==> config.mk <==
export PLATFORM = sky130hd
export DESIGN_NAME = instr_mem_loader
export DESIGN_NICKNAME = d
export VERILOG_FILES = /design/src/rtl/instr_mem_loader.sv
export SDC_FILE = /design/constraint.sdc
export NUM_CORES = 1
export LEC_CHECK = 0
export ABC_AREA = 1
export BUFFER_PORTS_ARGS = -buffer_cell sky130_fd_sc_hd__buf_2
export CAP_MARGIN = 30
export CORE_MARGIN = 10
export CORE_UTILIZATION = 63
export DETAILED_ROUTE_END_ITERATION = 16
export HOLD_SLACK_MARGIN = 0.06
export PLACE_DENSITY = 0.87
export SYNTH_ARGS = -nofsm -noshare
export SYNTH_HDL_FRONTEND = slang
export SYNTH_SLANG_ARGS = --single-unit
==> constraint.sdc <==
create_clock -name clk_i -period 5.15 [get_ports clk_i]
set_input_delay 0.2575 -clock clk_i [delete_from_list [all_inputs] [get_ports clk_i]]
set_output_delay 0.2575 -clock clk_i [all_outputs]
set_load 0.02 [all_outputs]
==> src/rtl/instr_mem_loader.sv <==
// ---------------------------------------------------------------------------
// instr_mem_loader
//   Boot-time program loader. Collects a byte stream over a valid/ready
//   handshake, packs four bytes (most significant first) into a 32-bit
//   instruction word and writes each word to the instruction memory write
//   port at consecutive byte addresses starting at 0. The CPU is held in
//   reset (cpu_hold_o) until the requested number of words has been written.
//   A running 32-bit sum of every written word is kept on chk_o.
// ---------------------------------------------------------------------------
module instr_mem_loader #(
   parameter int MEM_WORDS = 32,
   parameter int CW        = 6
) (
   input  logic          clk_i,
   input  logic          rst_i,
   input  logic          start_i,
   input  logic [CW-1:0] len_i,
   input  logic          byte_valid_i,
   input  logic [7:0]    byte_data_i,
   output logic          byte_ready_o,
   output logic          mem_we_o,
   output logic [31:0]   mem_addr_o,
   output logic [31:0]   mem_data_o,
   output logic          cpu_hold_o,
   output logic          busy_o,
   output logic          done_o,
   output logic          err_o,
   output logic [31:0]   chk_o
);

   // ------------------------------------------------------------------------
   // Constants
   // ------------------------------------------------------------------------
   localparam logic [CW-1:0] MAX_LEN = CW'(MEM_WORDS);
   localparam logic [CW-1:0] CNT_ONE = {{(CW-1){1'b0}}, 1'b1};
   localparam logic [CW-1:0] CNT_ZERO = {CW{1'b0}};
   localparam int            PAD_W   = 32 - CW - 2;

   typedef enum logic [1:0] {
      IDLE  = 2'd0,
      RECV  = 2'd1,
      WRITE = 2'd2,
      DONE  = 2'd3
   } state_t;

   // ------------------------------------------------------------------------
   // Helper functions
   // ------------------------------------------------------------------------

   // A load length is usable only if it names at least one word and fits
   // inside the instruction memory.
   function automatic logic len_legal(input logic [CW-1:0] len);
      return (len != CNT_ZERO) && (len <= MAX_LEN);
   endfunction

   // Byte address of a word index, zero-extended to the 32-bit bus.
   function automatic logic [31:0] word_addr(input logic [CW-1:0] cnt);
      return {{PAD_W{1'b0}}, cnt, 2'b00};
   endfunction

   // Drop byte k of the word into its big-endian lane [31-8k -: 8].
   function automatic logic [31:0] insert_byte(input logic [31:0] word,
                                               input logic [1:0]  k,
                                               input logic [7:0]  b);
      logic [31:0] r;
      r = word;
      case (k)
         2'd0:    r[31:24] = b;
         2'd1:    r[23:16] = b;
         2'd2:    r[15:8]  = b;
         2'd3:    r[7:0]   = b;
         default: r        = word;
      endcase
      return r;
   endfunction

   // ------------------------------------------------------------------------
   // State and next-state
   // ------------------------------------------------------------------------
   state_t        state_q,      state_d;
   logic [CW-1:0] len_q,        len_d;
   logic [CW-1:0] word_cnt_q,   word_cnt_d;
   logic [1:0]    byte_cnt_q,   byte_cnt_d;
   logic [31:0]   word_q,       word_d;
   logic          byte_ready_q, byte_ready_d;
   logic          mem_we_q,     mem_we_d;
   logic [31:0]   mem_addr_q,   mem_addr_d;
   logic [31:0]   mem_data_q,   mem_data_d;
   logic          cpu_hold_q,   cpu_hold_d;
   logic          busy_q,       busy_d;
   logic          done_q,       done_d;
   logic          err_q,        err_d;
   logic [31:0]   chk_q,        chk_d;

   logic          accept_s;
   logic [31:0]   word_asm_s;
   logic [CW-1:0] word_cnt_inc_s;

   // A byte moves only when the loader has advertised ready in RECV.
   assign accept_s       = (state_q == RECV) && byte_valid_i && byte_ready_q;
   // Word as it looks once the byte on the bus is merged in.
   assign word_asm_s     = insert_byte(word_q, byte_cnt_q, byte_data_i);
   assign word_cnt_inc_s = word_cnt_q + CNT_ONE;

   // Next-state and next-output computation for the load sequencer.
   always_comb begin
      state_d      = state_q;
      len_d        = len_q;
      word_cnt_d   = word_cnt_q;
      byte_cnt_d   = byte_cnt_q;
      word_d       = word_q;
      byte_ready_d = byte_ready_q;
      mem_we_d     = 1'b0;
      mem_addr_d   = mem_addr_q;
      mem_data_d   = mem_data_q;
      cpu_hold_d   = cpu_hold_q;
      busy_d       = busy_q;
      done_d       = done_q;
      err_d        = err_q;
      chk_d        = chk_q;

      case (state_q)
         // IDLE and DONE react to start_i identically; only DONE releases
         // the CPU while waiting.
         IDLE, DONE: begin
            if (start_i) begin
               if (len_legal(len_i)) begin
                  state_d      = RECV;
                  len_d        = len_i;
                  word_cnt_d   = CNT_ZERO;
                  byte_cnt_d   = 2'd0;
                  word_d       = 32'h0000_0000;
                  chk_d        = 32'h0000_0000;
                  err_d        = 1'b0;
                  byte_ready_d = 1'b1;
                  busy_d       = 1'b1;
                  done_d       = 1'b0;
                  cpu_hold_d   = 1'b1;
               end else begin
                  state_d      = IDLE;
                  err_d        = 1'b1;
                  byte_ready_d = 1'b0;
                  busy_d       = 1'b0;
                  done_d       = 1'b0;
                  cpu_hold_d   = 1'b1;
               end
            end else begin
               state_d = state_q;
            end
         end

         // Gather bytes; the fourth byte launches the write strobe directly
         // so it appears on the very next cycle.
         RECV: begin
            if (accept_s) begin
               word_d = word_asm_s;
               if (byte_cnt_q == 2'd3) begin
                  state_d      = WRITE;
                  byte_cnt_d   = 2'd0;
                  byte_ready_d = 1'b0;
                  mem_we_d     = 1'b1;
                  mem_addr_d   = word_addr(word_cnt_q);
                  mem_data_d   = word_asm_s;
               end else begin
                  byte_cnt_d = byte_cnt_q + 2'd1;
               end
            end else begin
               state_d = RECV;
            end
         end

         // Single write cycle: fold the word into the checksum and decide
         // whether the program is complete.
         WRITE: begin
            chk_d      = chk_q + mem_data_q;
            word_cnt_d = word_cnt_inc_s;
            byte_cnt_d = 2'd0;
            word_d     = 32'h0000_0000;
            if (word_cnt_inc_s == len_q) begin
               state_d      = DONE;
               byte_ready_d = 1'b0;
               busy_d       = 1'b0;
               done_d       = 1'b1;
               cpu_hold_d   = 1'b0;
            end else begin
               state_d      = RECV;
               byte_ready_d = 1'b1;
            end
         end

         default: begin
            state_d      = IDLE;
            byte_ready_d = 1'b0;
            busy_d       = 1'b0;
            done_d       = 1'b0;
            cpu_hold_d   = 1'b1;
         end
      endcase
   end

   // State and registered outputs; reset discards any partial word.
   always_ff @(posedge clk_i or posedge rst_i) begin
      if (rst_i) begin
         state_q      <= IDLE;
         len_q        <= CNT_ZERO;
         word_cnt_q   <= CNT_ZERO;
         byte_cnt_q   <= 2'd0;
         word_q       <= 32'h0000_0000;
         byte_ready_q <= 1'b0;
         mem_we_q     <= 1'b0;
         mem_addr_q   <= 32'h0000_0000;
         mem_data_q   <= 32'h0000_0000;
         cpu_hold_q   <= 1'b1;
         busy_q       <= 1'b0;
         done_q       <= 1'b0;
         err_q        <= 1'b0;
         chk_q        <= 32'h0000_0000;
      end else begin
         state_q      <= state_d;
         len_q        <= len_d;
         word_cnt_q   <= word_cnt_d;
         byte_cnt_q   <= byte_cnt_d;
         word_q       <= word_d;
         byte_ready_q <= byte_ready_d;
         mem_we_q     <= mem_we_d;
         mem_addr_q   <= mem_addr_d;
         mem_data_q   <= mem_data_d;
         cpu_hold_q   <= cpu_hold_d;
         busy_q       <= busy_d;
         done_q       <= done_d;
         err_q        <= err_d;
         chk_q        <= chk_d;
      end
   end

   assign byte_ready_o = byte_ready_q;
   assign mem_we_o     = mem_we_q;
   assign mem_addr_o   = mem_addr_q;
   assign mem_data_o   = mem_data_q;
   assign cpu_hold_o   = cpu_hold_q;
   assign busy_o       = busy_q;
   assign done_o       = done_q;
   assign err_o        = err_q;
   assign chk_o        = chk_q;

endmodule

==> impl_metrics.ini <==
[critical_path]
reg2reg_slack_ns = 2.64
worstPathMaxFanout = 43
r2r_cells = 6
crit_type = reg2reg
timing.rr.start = byte_cnt_q[0]$_DFFE_PP0P_
critPathRequiredTime_ns = 5.44
worstSetupStartpoint = byte_cnt_q[0]$_DFFE_PP0P_
cp-end-kind = register
crit_arrival_ns = 2.80
crit_end = mem_addr_o[2]$_DFFE_PP0P_
cp-start-kind = register
reg2reg_to = mem_addr_o[2]$_DFFE_PP0P_

[sta]
period_share = 0.488
max_freq_ghz = 0.398
hold_viol = 0
timing.final.crit_period_ns = 2.51
tightest_slew_ns = 0.906
tns_ns = 0
slew_viol_final = 0
setup_viol = 0
setup_ws_ns = 2.64
rsz0062_at_grt = no
fin_skew_ns = 0.00677
slew_headroom = 0.396
whs_ns = 0.0802

[place]
post-place-cells = 1413
gp_congestion = 0.949
pre_cts_ws_ns = 2.64
dp_hpwl_um = 15600
numPortBuffers = 93

[floorplan]
io-pin-count = 120
initial_core_util = 0.640
dieArea_um2 = 17700
die_x_um = 133
die_y_um = 133
core_um2 = 12600
std_cell_rows = 41

[run]
maxCapViolCount = 0

[drt]
ant_nets = 0
drtIter0Drc = 661
wl_per_cell_um = 14.4
vias = 7538
wirelength_um = 20800
drc = 0
dr.pass1.iters = 5
viasPerCell = 5.20

[cells_and_area]
fillers = 1027
mostFrequentLayoutCell = nand2_1
multi_input_area_um2 = 4050
regArea_um2 = 3100
finalNonFillerCells = 1449
n_antenna_cell = 0
layout-drive-gt1-share = 0.119
layout.cells.most_common_list = 497 x nand2_1, 167 x inv_1, 123 x dfrtp_1
fin_nets = 1321
area_growth_pct = 12.9

[synthesis]
ys_warn_count = 0
ys_types = 39
ys_seq_area_frac = 0.386
synth_flop_cell = dfrtp_1
synth_cells = 1172
avgSynthCellArea_um2 = 6.87
ys_seq_elements = 124
syn_area_um2 = 8050
synthArstFlopShare = 1.00
synth_edf_count = 0

[grt]
overflow = 0
antenna_found_initial = 0
grt_usage = 0.240
grt_pass1_wl_um = 34900
grt_max_degree = 76
grt_pass1_vias = 7276

[hold_path]
worstHoldPathCells = 2
hp-class = in2reg

[clocking]
clock-sinks = 124
cts_tree = done
htree_levels = 4
cts_made_buffers = 17
clock-root-buffer = clkbuf_16
cts_buffer_depth = 2
cts-resized-gates = 0
clk_pin_slew_ns = 0.06
worstSkewPairLatency_ns = 0.43

[pwr]
p_per_area_nw_per_um2 = 345
peakVddDrop_v = 0.000301
leakagePower_uw = 0.00521

[outcome]
status = completed
-- final cells by class --
| type | count | share of cell area |
|---|---|---|
| Multi-Input combinational cell | 853 | 0.446 |
| Sequential cell | 124 | 0.342 |
| Inverter | 170 | 0.0708 |
| Timing Repair Buffer | 98 | 0.0565 |
| Clock buffer | 17 | 0.0468 |
| Tap cell | 172 | 0.0237 |
| Clock inverter | 15 | 0.0150 |
-- cells by family (layout without fill, tap and decap cells) --
| family | after synthesis | count (layout) | synth area share |
|---|---|---|---|
| xor+xnor | 11 | 11 | 0.0129 |
| buf+inv | 220 | 300 | 0.123 |
| flops | 124 | 124 | 0.386 |
| other cells | 1 | 26 | 0.000466 |
| mux | 2 | 2 | 0.00280 |
| simple gates | 643 | 643 | 0.324 |
| compound gates | 132 | 132 | 0.0900 |
| fa+ha+maj | 39 | 39 | 0.0616 |
-- routing by layer --
metal / global-route usage / vias up / part of all wire
li1: - / 3759 / -
met1: 0.297 / 3474 / 0.43
met2: 0.400 / 259 / 0.48
met3: 0.0541 / 46 / 0.072
met4: 0.0837 / 0 / 0.025
met5: 0 / - / 0
-- worst max-delay path: stages, from the launching register on --
cell,delay [ns]
dfrtp_1,0.39
ha_1,0.46
inv_1,0.16
nor2_4,0.59
inv_2,0.49
nand2_1,0.18
o21ai_1,0.07
-- Yosys cell counts (2+ instances only) --
cell type	instances	share of area
nand2_1	497	0.23
inv_1	168	0.078
dfrtp_1	123	0.38
nor2_1	66	0.031
nand3_1	55	0.034
o21ai_0	55	0.034
ha_1	38	0.059
o21ai_1	36	0.022
buf_4	26	0.024
a21oi_1	23	0.014
clkbuf_1	11	0.0051
o21ai_2	9	0.0098
buf_6	7	0.0098
xnor2_1	7	0.0076
buf_2	6	0.0037
nand4_1	6	0.0047
and2_1	4	0.0031
nor3_1	4	0.0025
nor2_4	3	0.0042
o21bai_1	3	0.0028
o22ai_1	3	0.0023
xor2_1	3	0.0033
mux2_2	2	0.0028
nand3b_1	2	0.0019
-- through the flow --
stage               cell area (um^2)   util  power [uW]
global route                    9090  0.723        3300
floorplan                       8140      -        1850
CTS                             9090  0.723        3150
finish                          9090  0.723        3140
global placement                8490  0.675        1970
detailed placement              8490  0.675        1990
-- power by group --
group / internal [uW] / switching [uW] / leakage [uW]
clock network: 670 / 482 / 0.000273
logic: 230 / 598 / 0.00324
registers: 1080 / 74.2 / 0.00170
total: 1980 / 1150 / 0.00521
-- how the worst min path moves through the flow --
stage	start	endpoint	slack (ns)
2_1_floorplan	len_i[2]	len_q[2]$_DFFE_PP0P_	0.38
3_3_place_gp	cpu_hold_o$_DFFE_PP1P_	cpu_hold_o$_DFFE_PP1P_	0.46
3_5_place_dp	cpu_hold_o$_DFFE_PP1P_	cpu_hold_o$_DFFE_PP1P_	0.46
4_1_cts	len_i[0]	len_q[0]$_DFFE_PP0P_	0.06
5_1_grt	len_i[0]	len_q[0]$_DFFE_PP0P_	0.09
6_report	len_i[0]	len_q[0]$_DFFE_PP0P_	0.08
-- registers in the layout, summed over array words and instances, names as in the netlist --
name and flops:
err_o 1, busy_o 1, chk_o 32, mem_data_o 32, state_q 2, word_q 32
cpu_hold_o 1, mem_we_o 1, byte_ready_o 1, word_cnt_q 6, len_q 6, mem_addr_o 6
byte_cnt_q 2, done_o 1
-- what timing repair did --
item | CTS | global route
setup buffers | 0 | 0
endpoints found under the hold margin | 13 | 0
hold buffers | 4 | 0
(Power assumes the default switching activity.)
